[config.mk]
export PLATFORM = sky130hd
export DESIGN_NAME = muldiv_unit
export DESIGN_NICKNAME = d
export VERILOG_FILES = /design/src/rtl/muldiv_unit.sv
export SDC_FILE = /design/constraint.sdc
export NUM_CORES = 1
export LEC_CHECK = 0
export ABC_AREA = 1
export ABC_CLOCK_PERIOD_IN_PS = 4700
export CAP_MARGIN = 15
export CELL_PAD_IN_SITES_DETAIL_PLACEMENT = 1
export CELL_PAD_IN_SITES_GLOBAL_PLACEMENT = 1
export CORE_ASPECT_RATIO = 1.2
export CORE_MARGIN = 5
export CORE_UTILIZATION = 41
export CTS_CLUSTER_DIAMETER = 200
export DETAILED_ROUTE_END_ITERATION = 12
export DONT_BUFFER_PORTS = 1
export PLACE_DENSITY = 0.79
export SYNTH_ARGS = -nofsm -noshare
export SYNTH_HDL_FRONTEND = slang
export SYNTH_SLANG_ARGS = --single-unit
[constraint.sdc]
create_clock -name clk -period 4.7 [get_ports clk]
set_input_delay 0 -clock clk [delete_from_list [all_inputs] [get_ports clk]]
set_output_delay 0 -clock clk [all_outputs]
set_load 0.05 [all_outputs]
[src/rtl/muldiv_unit.sv]
// muldiv_unit: iterative RV32M multiply/divide unit using a start/busy/valid handshake.
//
// Multiplication is radix-2 shift-add and division is radix-2 restoring shift-subtract.
// Both work on operand magnitudes, and the sign is corrected in a final FIX cycle.
// Divide-by-zero and signed overflow are resolved when the operation is accepted.
//
// Ports:
//   clk      clock, rising edge
//   rst      asynchronous active-high reset
//   start    issue request, sampled only while busy=0
//   kill     abort the in-flight operation (pipeline flush)
//   op       funct3: MUL, MULH, MULHSU, MULHU, DIV, DIVU, REM, REMU
//   src_a    rs1 operand (multiplicand / dividend)
//   src_b    rs2 operand (multiplier / divisor)
//   tag_in   destination-register tag of the issuing instruction
//   busy     operation accepted and not yet completed
//   valid    one-cycle pulse when result and tag_out are valid
//   result   operation result, held until the next completion
//   tag_out  tag of the completed operation, held until the next completion
module muldiv_unit #(
    parameter int unsigned XLEN  = 32,
    parameter int unsigned TAG_W = 5
) (
    input  logic             clk,
    input  logic             rst,
    input  logic             start,
    input  logic             kill,
    input  logic [2:0]       op,
    input  logic [XLEN-1:0]  src_a,
    input  logic [XLEN-1:0]  src_b,
    input  logic [TAG_W-1:0] tag_in,
    output logic             busy,
    output logic             valid,
    output logic [XLEN-1:0]  result,
    output logic [TAG_W-1:0] tag_out
);

    localparam int unsigned CW = $clog2(XLEN);
    localparam logic [XLEN-1:0] MIN_NEG = {1'b1, {(XLEN-1){1'b0}}};

    typedef enum logic [1:0] {StIdle, StCalc, StFix, StDone} state_e;

    state_e            state_q, state_d;
    logic [CW-1:0]     cnt_q;
    logic [2:0]        op_q;
    logic [XLEN-1:0]   m_q;      // a_mag for multiply, b_mag (divisor) for divide
    logic [2*XLEN-1:0] acc_q;    // product, or {unused, dividend/quotient} for divide
    logic [XLEN-1:0]   rem_q;    // partial remainder; it never exceeds the divisor
    logic              a_neg_q, b_neg_q;
    logic [TAG_W-1:0]  tag_q;

    // ---------------- accept-time decode ----------------
    logic            accept, is_div, a_signed, b_signed, a_neg_in, b_neg_in;
    logic            div_zero, div_ovf, special;
    logic [XLEN-1:0] a_mag_in, b_mag_in, special_res;

    assign is_div   = op[2];
    assign a_signed = (op == 3'b001) | (op == 3'b010) | (op == 3'b100) | (op == 3'b110);
    assign b_signed = (op == 3'b001) | (op == 3'b100) | (op == 3'b110);
    assign a_neg_in = a_signed & src_a[XLEN-1];
    assign b_neg_in = b_signed & src_b[XLEN-1];
    assign a_mag_in = a_neg_in ? -src_a : src_a;
    assign b_mag_in = b_neg_in ? -src_b : src_b;

    assign div_zero = is_div & (src_b == '0);
    assign div_ovf  = is_div & ~op[0] & (src_a == MIN_NEG) & (src_b == '1);
    assign special  = div_zero | div_ovf;
    // op[1] selects remainder among divide ops
    assign special_res = div_zero ? (op[1] ? src_a : '1) : (op[1] ? '0 : src_a);

    // A new operation may be accepted in IDLE and also in DONE, which allows back-to-back issue.
    assign accept = start & ~kill & ((state_q == StIdle) | (state_q == StDone));

    // ---------------- iteration datapath ----------------
    logic [XLEN:0]     mul_sum;
    logic [2*XLEN-1:0] mul_next;
    logic [XLEN:0]     div_shift, div_diff;   // shifted partial remainder needs XLEN+1 bits
    logic              div_ok;
    logic [XLEN-1:0]   div_rem_next;
    logic [2*XLEN-1:0] div_acc_next;

    assign mul_sum  = {1'b0, acc_q[2*XLEN-1:XLEN]} + (acc_q[0] ? {1'b0, m_q} : '0);
    assign mul_next = {mul_sum, acc_q[XLEN-1:1]};

    assign div_shift    = {rem_q, acc_q[XLEN-1]};
    assign div_diff     = div_shift - {1'b0, m_q};
    assign div_ok       = ~div_diff[XLEN];
    assign div_rem_next = div_ok ? div_diff[XLEN-1:0] : div_shift[XLEN-1:0];
    assign div_acc_next = {acc_q[2*XLEN-1:XLEN], acc_q[XLEN-2:0], div_ok};

    // ---------------- sign fix and output select ----------------
    logic [2*XLEN-1:0] prod_fix;
    logic [XLEN-1:0]   quo_raw, quo_fix, rem_fix, fix_res;

    assign prod_fix = (a_neg_q ^ b_neg_q) ? -acc_q : acc_q;
    assign quo_raw  = acc_q[XLEN-1:0];
    assign quo_fix  = (a_neg_q ^ b_neg_q) ? -quo_raw : quo_raw;
    assign rem_fix  = a_neg_q ? -rem_q : rem_q;

    always_comb begin
        fix_res = '0;
        unique case (op_q)
            3'b000:                 fix_res = prod_fix[XLEN-1:0];
            3'b001, 3'b010, 3'b011: fix_res = prod_fix[2*XLEN-1:XLEN];
            3'b100, 3'b101:         fix_res = quo_fix;
            3'b110, 3'b111:         fix_res = rem_fix;
            default:                fix_res = '0;
        endcase
    end

    // ---------------- FSM ----------------
    always_ff @(posedge clk or posedge rst) begin
        if (rst) begin
            state_q <= StIdle;
        end else begin
            state_q <= state_d;
        end
    end

    always_comb begin
        state_d = state_q;
        busy    = 1'b0;
        valid   = 1'b0;
        case (state_q)
            StIdle: begin
                if (accept) begin
                    state_d = special ? StDone : StCalc;
                end
            end
            StCalc: begin
                busy = 1'b1;
                if (kill) begin
                    state_d = StIdle;
                end else if (cnt_q == '0) begin
                    state_d = StFix;
                end
            end
            StFix: begin
                busy    = 1'b1;
                state_d = kill ? StIdle : StDone;
            end
            StDone: begin
                valid = 1'b1;
                if (accept) begin
                    state_d = special ? StDone : StCalc;
                end else begin
                    state_d = StIdle;
                end
            end
            default: state_d = StIdle;
        endcase
    end

    // ---------------- datapath registers ----------------
    always_ff @(posedge clk or posedge rst) begin
        if (rst) begin
            cnt_q   <= '0;
            op_q    <= '0;
            m_q     <= '0;
            acc_q   <= '0;
            rem_q   <= '0;
            a_neg_q <= 1'b0;
            b_neg_q <= 1'b0;
            tag_q   <= '0;
            result  <= '0;
            tag_out <= '0;
        end else if (accept) begin
            cnt_q   <= CW'(XLEN - 1);
            op_q    <= op;
            m_q     <= is_div ? b_mag_in : a_mag_in;
            acc_q   <= {{XLEN{1'b0}}, is_div ? a_mag_in : b_mag_in};
            rem_q   <= '0;
            a_neg_q <= a_neg_in;
            b_neg_q <= b_neg_in;
            tag_q   <= tag_in;
            if (special) begin
                result  <= special_res;
                tag_out <= tag_in;
            end
        end else if (state_q == StCalc) begin
            cnt_q <= cnt_q - 1'b1;
            if (op_q[2]) begin
                acc_q <= div_acc_next;
                rem_q <= div_rem_next;
            end else begin
                acc_q <= mul_next;
            end
        end else if (state_q == StFix && !kill) begin
            result  <= fix_res;
            tag_out <= tag_q;
        end
    end

endmodule

==> results by group <==
Setup path
  • Worst Setup Start Kind: flip-flop
  • Critical Path AT: 4420 ps
  • Required time worst endpoint: 5140 ps
  • Critical-path maximum fanout: 31
  • Crit Path Category: reg2reg
  • Setup crit end kind: flip-flop

Timing
  • Max Fclk: 0.251 GHz
  • Max-slew headroom: 28.2%
  • Final WS setup: 720 ps
  • RSZ-0062 raised after global routing: no
  • # setup viols final: 0
  • Skew final: 18.2 ps
  • Slew @ Worst Pin: 1080 ps
  • Period utilization: 84.7%
  • Final Critical Period: 3980 ps
  • Final Hold Fails: 0
  • Max-slew violations: 0
  • Setup TNS: 0 ps

Power
  • Sequential Power Share: 22.4%
  • Sw frac: 62.7%
  • NetSw: 11.3 mW
  • Pwr/cell area: 850 nW/um^2
  • Internal power: 6.73 mW
  • Pwr Total: 18.0 mW
  • Gate power share: 69.1%
  • Lkg Pwr: 10.4 nW
  • Clock power share: 8.5%
  • Max VDD drop: 0.399 mV

Die
  • Rows: 87
  • Core area: 46700 sq um
  • Die height: 247 microns
  • Die ar.: 51400 sq um
  • Initial Util: 41.2%
  • Die width: 208 microns
  • I/O Pins: 115

Route
  • Vias per inst: 5.91
  • DR DRC count: 0
  • Avg WL per Cell: 24.2 microns
  • Drt pass-1 iters: 5
  • Total number of vias: 23400
  • Drt total wl: 95.8 mm
  • Routed Antenna Nets: 0
  • Initial drt markers: 1895

Logic synthesis
  • Largest family of logic cells by synthesized area: simple AND/OR/NAND/NOR gates
  • Synth Area in Compound Gates: 15.5%
  • Synthesized cell area: 19300 sq um
  • Post-synth cell types: 49
  • Simple-Gate Fraction of Synth Area: 41.7%
  • Post-synth top flop: dfrtp_1
  • Avg Cell Area, Syn: 5.85 sq um
  • Adder-Cell Fraction of Synth Area: 5.15%
  • Register bit total from synthesis: 182
  • Syn Nets: 3448
  • Post-Synthesis Cells: 3294
  • Post-Synth XOR/XNOR Area: 3.90%
  • YS warnings: 0
  • Ys async rst share: 100%
  • Mux contribution to synthesized area: 0%
  • Post-synth EDFFs: 0
  • Seq/Total Area, Yosys: 23.6%

GRT
  • Global-route wire length before repair: 144 mm
  • Number of global-route vias before repair: 24000
  • Initial antenna violation count: 3
  • Total GRT Usage: 36.4%
  • Grt total ovfl: 0
  • Pin count of the biggest net entering global routing: 165

Clocking
  • Post-CTS Setup Bufs: 0
  • Clock Path Buffers: 2
  • Root Buffer: clkbuf_16
  • H-tree lvl count: 4
  • CTS Hold Bufs: 86
  • CTS buffer count: 17
  • Post-CTS sizing: 0
  • Worst-skew pair later-pin latency: 510 ps
  • CTS sink cnt: 182
  • TritonCTS clock tree: done
  • Worst-path clk slew: 90 ps

Finish
  • Nets: 3474
  • FILL cells: 6477
  • Multi-input gate area: 12800 sq um
  • Register area: 4550 sq um
  • Most common cell after layout, fill and taps aside: nand2_1
  • Non-Filler Instances: 3958
  • Area Overhead vs Synth: 10.2%
  • Fin util: 45.5%
  • Most frequent cells in the layout: nand2_1 (1114), nor2_1 (416), inv_1 (374), nand3_1 (269), dfrtp_1 (182)
  • Share of cells above drive strength 1: 3.39%

Place
  • Post-Place Cells: 3838
  • Dpl ws: 1000 ps
  • Dpl hpwl: 76.4 mm
  • Placer Congestion: 1.02
  • Port bufs: 0

Outcome
  • Outcome: complete, no violations

Job
  • Max Cap Viol: 0

Worst hold path
  • HP Class: in2reg
## synth_stat cells (27+ instances only)
cell type     n  area share, %
clkbuf_1     61            1.2
inv_1       375            7.3
nand4_1      37            1.2
o21ai_1      27           0.70
nor2_1      419            8.2
nand2_1    1115             22
xor2_1       52            2.4
xnor2_1      32            1.5
nor3_1       27           0.70
ha_1         76            4.9
nand3_1     269            7.0
o21ai_0     180            4.7
o211ai_1     40            1.6
a21oi_1     163            4.2
dfrtp_1     182             24
## cell families (layout without fill, tap and decap cells)
logic type / Yosys count / in the layout
simple gates: 1943 / 1943
xor+xnor: 85 / 85
buf+inv: 489 / 528
fa+ha+maj: 78 / 78
other cells: 0 / 2
compound gates: 517 / 517
flops: 182 / 182
## registers in the layout, summed over array words and instances, names as in the netlist
register  cells
cnt_q         5
tag_q         5
tag_out       5
state_q       2
result       32
acc_q        64
m_q          32
op_q          3
rem_q        32
b_neg_q       1
a_neg_q       1
## layout make-up
type | count | area share (%)
Inverter | 383 | 6.80
Antenna cell | 2 | 0.0236
Sequential cell | 182 | 21.5
Multi-Input combinational cell | 2623 | 60.2
Tap cell | 623 | 3.67
Clock buffer | 17 | 2.00
Clock inverter | 15 | 0.819
Timing Repair Buffer | 113 | 5.07
## worst paths after layout
path / to / start / depth (start not counted) / slack (ps)
min in group asynchronous: acc_q[49] / rst / 3 / 520
max in group asynchronous: cnt_q[2] / rst / 4 / 2900
max reg2reg: acc_q[12] / state_q[0] / 9 / 720
max: acc_q[12] / state_q[0] / 9 / 720
min: m_q[11] / src_b[11] / 4 / 20
min reg2reg: tag_q[4] / tag_q[4] / 2 / 490
## per-layer routing
layer / vias up / GRT usage [%] / part of all wire (%)
li1: 10700 / - / -
met5: - / 0 / 0.013
met4: 2 / 28.2 / 9.3
met2: 1030 / 61.6 / 46
met3: 344 / 6.70 / 7.0
met1: 11300 / 40.6 / 37
## power by group through the flow
| stage | clock (mW) | combinational (mW) | sequential [mW] |
|---|---|---|---|
| 4_1_cts | 1.55 | 12.2 | 3.99 |
| 5_1_grt | 1.61 | 13.6 | 4.07 |
| 6_report | 1.54 | 12.5 | 4.04 |
| 3_5_place_dp | 0 | 12.0 | 4.00 |
| 3_3_place_gp | 0 | 11.5 | 3.99 |
| 2_1_floorplan | 0 | 8.41 | 3.40 |
## worst max-delay path, stage by stage, from the launching register on
cell	delay [ps]
dfrtp_1	390
inv_1	110
ha_1	620
inv_1	100
nand2_2	400
nand2_1	360
inv_1	870
a221oi_1	260
a31oi_1	220
dlygate4sd3_1	560
## metrics by stage
stage / instance area [sq um] / hold slack [ps]
after floorplan: 19300 / 130
final: 21200 / 15.7
after CTS: 21200 / 2.97
after global placement: 19800 / -75.0
after detailed placement: 19800 / -74.0
after global routing: 21200 / 43.6
(Power assumes the default switching activity.)
